===== src/rtl/cp0_irq_ctrl.sv =====
// -----------------------------------------------------------------------------
// cp0_irq_ctrl
//   Interrupt sequencer for the CP0 register file.
//
//   The block detects rising edges on the IRQ lines and latches them as pending
//   requests. It picks the lowest-index request that is unmasked. It then asks
//   the pipeline to drain to an instruction boundary. At that boundary it writes
//   EPC, CAUSE and STATUS and redirects the PC to the vectored handler. An ERET
//   restores the PC from EPC and clears STATUS.
//
// Ports
//   clk, rst_n          clock; synchronous active-low reset
//   irq, irq_mask       request lines (rising edge = request) and enables
//   safe, pc_next       pipeline is at a boundary; return address at that point
//   eret                ERET committed (1-cycle pulse)
//   hold_req            stop issuing and drain to a boundary
//   pc_redirect(_addr)  1-cycle PC load and flush, with its target
//   data_r_status/ehb/epc  CP0 read values (STATUS bit0 = in service)
//   en_w_epc, data_w_epc   EPC/CAUSE write strobe and EPC data
//   interrupter_no         winning IRQ index (CAUSE = 1 << interrupter_no)
//   en_w_status_set/reset  STATUS <= 1 / STATUS <= 0
//   pending                latched request bits
// -----------------------------------------------------------------------------
module cp0_irq_ctrl #(
  parameter int NUM_IRQ   = 8,
  parameter int VEC_SHIFT = 2
) (
  input  logic               clk,
  input  logic               rst_n,
  input  logic [NUM_IRQ-1:0] irq,
  input  logic [NUM_IRQ-1:0] irq_mask,
  input  logic               safe,
  input  logic [31:0]        pc_next,
  input  logic               eret,
  output logic               hold_req,
  output logic               pc_redirect,
  output logic [31:0]        pc_redirect_addr,
  input  logic [31:0]        data_r_status,
  input  logic [31:0]        data_r_ehb,
  input  logic [31:0]        data_r_epc,
  output logic               en_w_epc,
  output logic [31:0]        data_w_epc,
  output logic [2:0]         interrupter_no,
  output logic               en_w_status_set,
  output logic               en_w_status_reset,
  output logic [NUM_IRQ-1:0] pending
);

  typedef enum logic [2:0] {
    S_IDLE,
    S_WAIT_SAFE,
    S_ENTER,
    S_SERVICE,
    S_RETURN
  } state_e;

  state_e             state_q, state_d;
  logic [NUM_IRQ-1:0] irq_prev_q;
  logic [NUM_IRQ-1:0] pending_q, pending_d;
  logic [NUM_IRQ-1:0] pending_clr;
  logic [NUM_IRQ-1:0] eligible;
  logic [2:0]         irq_no_q, irq_no_d;
  logic [2:0]         winner;
  logic [31:0]        epc_q, epc_d;

  // Only STATUS bit0 matters here.
  logic unused_status;
  assign unused_status = ^data_r_status[31:1];

  assign eligible = pending_q & irq_mask;

  // The request being entered is retired in its ENTER cycle. A new edge on the
  // same line in that cycle wins over the clear, so no request is lost.
  assign pending_clr = (state_q == S_ENTER) ? (NUM_IRQ'(1) << irq_no_q) : '0;
  assign pending_d   = (pending_q & ~pending_clr) | (irq & ~irq_prev_q);

  // Fixed priority: the scan runs from the top down, so the lowest set index wins.
  always_comb begin
    winner = '0;
    for (int i = NUM_IRQ - 1; i >= 0; i--) begin
      if (eligible[i]) winner = 3'(i);
    end
  end

  // NOTE: every signal written here gets a default first. A path that leaves a
  // combinational output unassigned would infer a latch.
  always_comb begin
    state_d  = state_q;
    irq_no_d = irq_no_q;
    epc_d    = epc_q;
    unique case (state_q)
      S_IDLE: begin
        if (eret) begin
          state_d = S_RETURN;
        end else if ((|eligible) && !data_r_status[0]) begin
          irq_no_d = winner;
          state_d  = S_WAIT_SAFE;
        end
      end
      S_WAIT_SAFE: begin
        // An ERET abandons the entry. The request stays pending and is retried.
        if (eret) begin
          state_d = S_RETURN;
        end else if (safe) begin
          epc_d   = pc_next;
          state_d = S_ENTER;
        end
      end
      S_ENTER:   state_d = S_SERVICE;
      S_SERVICE: if (eret) state_d = S_RETURN;
      S_RETURN:  state_d = S_IDLE;
      default:   state_d = S_IDLE;
    endcase
  end

  // Strobes are decoded from the state alone. The data outputs come from registers.
  always_comb begin
    hold_req          = 1'b0;
    pc_redirect       = 1'b0;
    pc_redirect_addr  = '0;
    en_w_epc          = 1'b0;
    en_w_status_set   = 1'b0;
    en_w_status_reset = 1'b0;
    unique case (state_q)
      S_WAIT_SAFE: hold_req = 1'b1;
      S_ENTER: begin
        en_w_epc         = 1'b1;
        en_w_status_set  = 1'b1;
        pc_redirect      = 1'b1;
        pc_redirect_addr = data_r_ehb + (32'(irq_no_q) << VEC_SHIFT);
      end
      S_RETURN: begin
        en_w_status_reset = 1'b1;
        pc_redirect       = 1'b1;
        pc_redirect_addr  = data_r_epc;
      end
      default: ;
    endcase
  end

  assign data_w_epc     = epc_q;
  assign interrupter_no = irq_no_q;
  assign pending        = pending_q;

  // NOTE: reset is synchronous. It is sampled only at the clock edge, so it sits
  // inside the edge-triggered block and is kept out of the sensitivity list.
  always_ff @(posedge clk) begin
    if (!rst_n) begin
      state_q    <= S_IDLE;
      irq_prev_q <= '0;
      pending_q  <= '0;
      irq_no_q   <= '0;
      epc_q      <= '0;
    end else begin
      // NOTE: state registers use non-blocking assignments. That way every
      // register samples pre-edge values, whatever order the statements are in.
      state_q    <= state_d;
      irq_prev_q <= irq;
      pending_q  <= pending_d;
      irq_no_q   <= irq_no_d;
      epc_q      <= epc_d;
    end
  end

endmodule


===== config.mk =====
export PLATFORM = sky130hd
export DESIGN_NAME = cp0_irq_ctrl
export DESIGN_NICKNAME = d
export VERILOG_FILES = /design/src/rtl/cp0_irq_ctrl.sv
export SDC_FILE = /design/constraint.sdc
export NUM_CORES = 1
export LEC_CHECK = 0
export ABC_AREA = 1
export CAP_MARGIN = 20
export CORE_MARGIN = 2
export CORE_UTILIZATION = 36
export CTS_CLUSTER_SIZE = 12
export DETAILED_ROUTE_END_ITERATION = 6
export PLACE_DENSITY_LB_ADDON = 0.08
export SLEW_MARGIN = 20
export SYNTH_ARGS = -nofsm -noshare
export SYNTH_HDL_FRONTEND = slang
export SYNTH_SLANG_ARGS = --single-unit

===== constraint.sdc =====
create_clock -name clk -period 2.1 [get_ports clk]
set_input_delay 0.42 -clock clk [delete_from_list [all_inputs] [get_ports clk]]
set_output_delay 0.42 -clock clk [all_outputs]
set_load 0.01 [all_outputs]

### After elaboration in Yosys (flattened, before gate mapping)

Cells that the tools add are included.

| storage, ports and cells | value |
|---|---|
| bits in registers | 54 |
| output and inout bits | 80 |
| logic and storage cells | 49 |

| operators by class | value |
|---|---|
| add/subtract/negate cells | 1 |
| eq/ne operators | 7 |
| shift-type cells | 1 |
| muxes and demuxes | 20 |
| bitwise operators | 7 |
| reductions and logical operators | 8 |

Operators with widths:

| kind | number |
|---|---|
| 32-bit case mux with 2 select lines | 1 |
| 3-bit two-way mux | 13 |
| 32-bit by 5-bit adder with 32-bit output | 1 |
| 8-bit bitwise AND | 3 |
| 8-bit NOT | 2 |
| 3-bit case mux with 4 select lines | 1 |
| 3-bit AND reduction | 3 |
| 8-bit two-way mux | 1 |
| 8-bit bitwise OR | 1 |
| 8-bit OR reduction | 1 |
| 1-bit by 3-bit << shifter with 8-bit output (first input constant) | 1 |
| 3-bit by 2-bit equality test with 1-bit output (second input constant) | 2 |
| 3-bit != test (second input constant) | 2 |
| 1-bit two-way mux | 4 |
| 3-bit by 1-bit equality test with 1-bit output (second input constant) | 1 |
| 3-bit equality test (second input constant) | 1 |
| 3-bit zero test | 1 |
| 2-bit != test (second input constant) | 1 |
| 2-bit OR reduction | 1 |
| 1-bit logical AND | 1 |
| 1-bit zero test | 1 |
| 1-bit NOT | 1 |

### Longest topological paths before layout

| depth | value |
|---|---|
| depth in word-level cells | 9 |
| gate-level depth with buffers | 11 |
| mapped depth without buffers | 11 |

### Worst setup path after synthesis

OpenSTA, ideal clock, no wires.

| timing | value |
|---|---|
| path kind | input-to-output |
| from | input port data_r_ehb[2] |
| to | output port pc_redirect_addr[14] |
| arrival | 1.686 ns |
| slack | -0.006 ns |
| stages | 9 |
| buffers on the path | 0 |
| cell sequence | ha_1 -> fa_1 -> nand2_1 -> nand2_1 -> nand2_1 -> nor2_4 -> nand2_1 -> nand2_1 -> o21ai_1 |

| between the ends | value |
|---|---|
| word-level cells in the longest chain between the ends | 2 |

RTL lines:

| item | line | source |
|---|---|---|
| from (decl) | 39 | `input logic [31:0] data_r_ehb,` |
| 32-bit by 5-bit adder with 32-bit output | 130 | `pc_redirect_addr = data_r_ehb + (32'(irq_no_q) << VEC_SHIFT);` |
| 32-bit case mux with 2 select lines | 124 | `unique case (state_q)` |
| to (decl) | 37 | `output logic [31:0] pc_redirect_addr,` |

Every way passes these cells.

### Worst setup path in the final report

| timing | value |
|---|---|
| from | input port data_r_ehb[2] |
| to | output port pc_redirect_addr[24] |

The elaborated chain is that of the path after synthesis.

==> run metrics <==
Inserted Clock Buffers=5; post-synth cell types=36; GRT busiest layer=met2; Most used DFF post-synth=dfxtp_1; commonest non-fill, non-tap cell in the layout=clkdlybuf4s50_1; CP cell instances=clkdlybuf4s15_1 -> ha_4 -> fa_2 -> nand2_2 -> nand2_4 -> nand3_4 -> buf_4 -> inv_4 -> nand2_2 -> nand2_2 -> nand3_2 -> nand2_1 -> buf_2; GRT Total Usage=24.46%; yosys warns=0; Total Wirelength=13.04 mm; GR Util met2=46.26%; port bufs=196; FP Rows=35; Fin Hold WS=0.4298 ns; Final min period=2.480 ns; Avg Cell Area, Syn=6.093 um2; startpoint types=input port; Mapped Nets=698; Critical Path Max Stage Delay=0.37 ns; global-route wire length before repair=19.99 mm; Worst-Margin Slew=0.3770 ns; CP required=1.68 ns; clk_skew=0.01176 ns; status=finished with violations; DR DRC count=0; Die H=100.1 um; Setup WS post-layout=-0.3799 ns; post-synth top area share=32.49%; grt ovf=0; Die Area=10030 um2; DR WL/cell=14.31 um; filler cell count=777; Reg clk slew, reported paths=0.09 ns; Syn Std Cell Area=3327 um2; LEAKAGE=0.002996 uW; Reg area=1090 um2; DRT iter0 DRCs=153; Worst Hold Class=register to register; PwrDens=559.4 nW/um2; area of the multi-input gates=2308 um2; share of cells above drive strength 1=26.28%; WP data arrival=2.06 ns; Crit. End Element=primary output; most frequent cells in the layout=clkdlybuf4s50_1, nand2_1, nor2_1, buf_4, dfxtp_1; CP top delay family=simple AND/OR/NAND/NOR gates; clock tree buffer depth=2; Crit path top cell by count=nand2_2; vias in the first global route=4507; post-synthesis sequential area ratio=32.49%; failing checks=setup timing; dpl hpwl=9.195 mm; vias=4567; synth top area cells=dfxtp_1, nand2_1, nor2_1, o21ai_0, nand3_1; ys async rst share=0%; # setup viols final=28; largest net degree at the start of global routing=36; CTS root buf=clkbuf_8; Max-Cap Viols=0; RD Place Congestion=0.9119; io pins=228; H-tree depth=2; Core Area=9109 um2; DP Area=5734 um2; Worst Path Buf+Inv=4; # clock sinks=54; overall die width=100.1 um; Final Cell Area=6326 um2; Crit Path Category=input port to primary output; Final period util=118.1%; Slowest-stage cell, CP=fa_2; Post-layout nets=950; RSZ-0062 raised after global routing=true; Routed Antenna Nets=0; drt via density=5.013; Synth Instances=546; Synth area leader=dfxtp_1; worst-path fanout max=4; PnR Total Power=3539 uW; worst vdd ir=0.5344 mV; CTS tree=built; Post-CTS Hold Buffers=0; worst skew pair latency=0.31 ns; Global Route met3 Usage=5.362%; Layout Utilization=69.45%; number of flops mapped to enable cells by yosys=0; max-slew violation total from the final report=0; met1 usage=25.99%; slew margin rel.=74.84%; drt first pass iters=4; Hold Vio Cnt, Final=0; Initial Utilization=36.52%; synth-to-layout area growth=90.15%; initial antenna violation count=1; Fmax achieved=403.2 MHz; #FFs+latches synth=54
-- synthesized netlist by cell type (2+ instances only) --
library cell / instances
nand2_1: 153
nor2_1: 100
dfxtp_1: 54
o21ai_0: 52
inv_1: 49
nand3_1: 45
a21oi_1: 9
clkbuf_1: 8
o22ai_1: 8
buf_2: 7
o21ai_1: 7
inv_2: 6
nor3_1: 6
a22o_1: 4
nand2_2: 4
nor2_4: 4
buf_1: 3
ha_1: 3
nand3_2: 3
a31oi_1: 2
nor2_2: 2
or2_1: 2
xor2_1: 2
-- where the power goes --
part	switching [uW]	total, uW	internal [uW]
sequential	53.4	1160	1110
clock	335	728	392
combinational	811	1650	835
-- registers in the layout (all words and copies together) (netlist names) --
name            cells
interrupter_no      3
irq_prev_q          8
pending             8
data_w_epc         32
state_q             3
-- final timing paths --
kind / startpoint / end / slack, ns / depth (start not counted)
worst max-delay path: data_r_ehb[2] / pc_redirect_addr[24] / -0.38 / 13
worst max register to register: state_q[2] / data_w_epc[24] / 0.67 / 6
worst min-delay path: irq_prev_q[4] / pending[4] / 0.43 / 1
worst min register to register: irq_prev_q[4] / pending[4] / 0.43 / 1
-- stage by stage --
step | setup slack, ns | TNS [ns] | cells
after global routing | -0.4697 | -8.398 | 910
final | -0.3799 | -5.773 | 911
after global placement | -0.9838 | -24.36 | 883
after detailed placement | -1.042 | -25.14 | 883
after floorplan | 0.004177 | 0 | 546
after CTS | -0.3892 | -5.811 | 903
-- layer usage --
| layer | part of all wire (%) | wire (um) |
|---|---|---|
| met4 | 3.6 | 465 |
| met1 | 37 | 4876 |
| met5 | 0 | 0 |
| met2 | 51 | 6683 |
| met3 | 7.8 | 1015 |
-- cells by family after synthesis --
family	Yosys count	synth area share, %
compound gates	86	14.25
simple gates	324	41.59
fa+ha+maj	4	1.730
flops	54	32.49
buf+inv	75	9.139
xor+xnor	3	0.7899
-- repair_timing --
item / in CTS / in global routing
endpoints found under the hold margin: 0 / 0
pin swaps: 38 / 40
setup buffers: 10 / 8
setup endpoints to repair: 33 / 33
resized for setup: 212 / 61
gates cloned: 2 / 1
-- layout make-up --
type | instances | area share (%)
Antenna cell | 1 | 0.03956
Tap cell | 111 | 2.195
Multi-Input combinational cell | 418 | 36.49
Clock inverter | 2 | 0.6131
Inverter | 55 | 3.303
Clock buffer | 6 | 1.305
Timing Repair Buffer | 264 | 38.83
Sequential cell | 54 | 17.23
No activity file was read; power rests on OpenSTA's default activity.
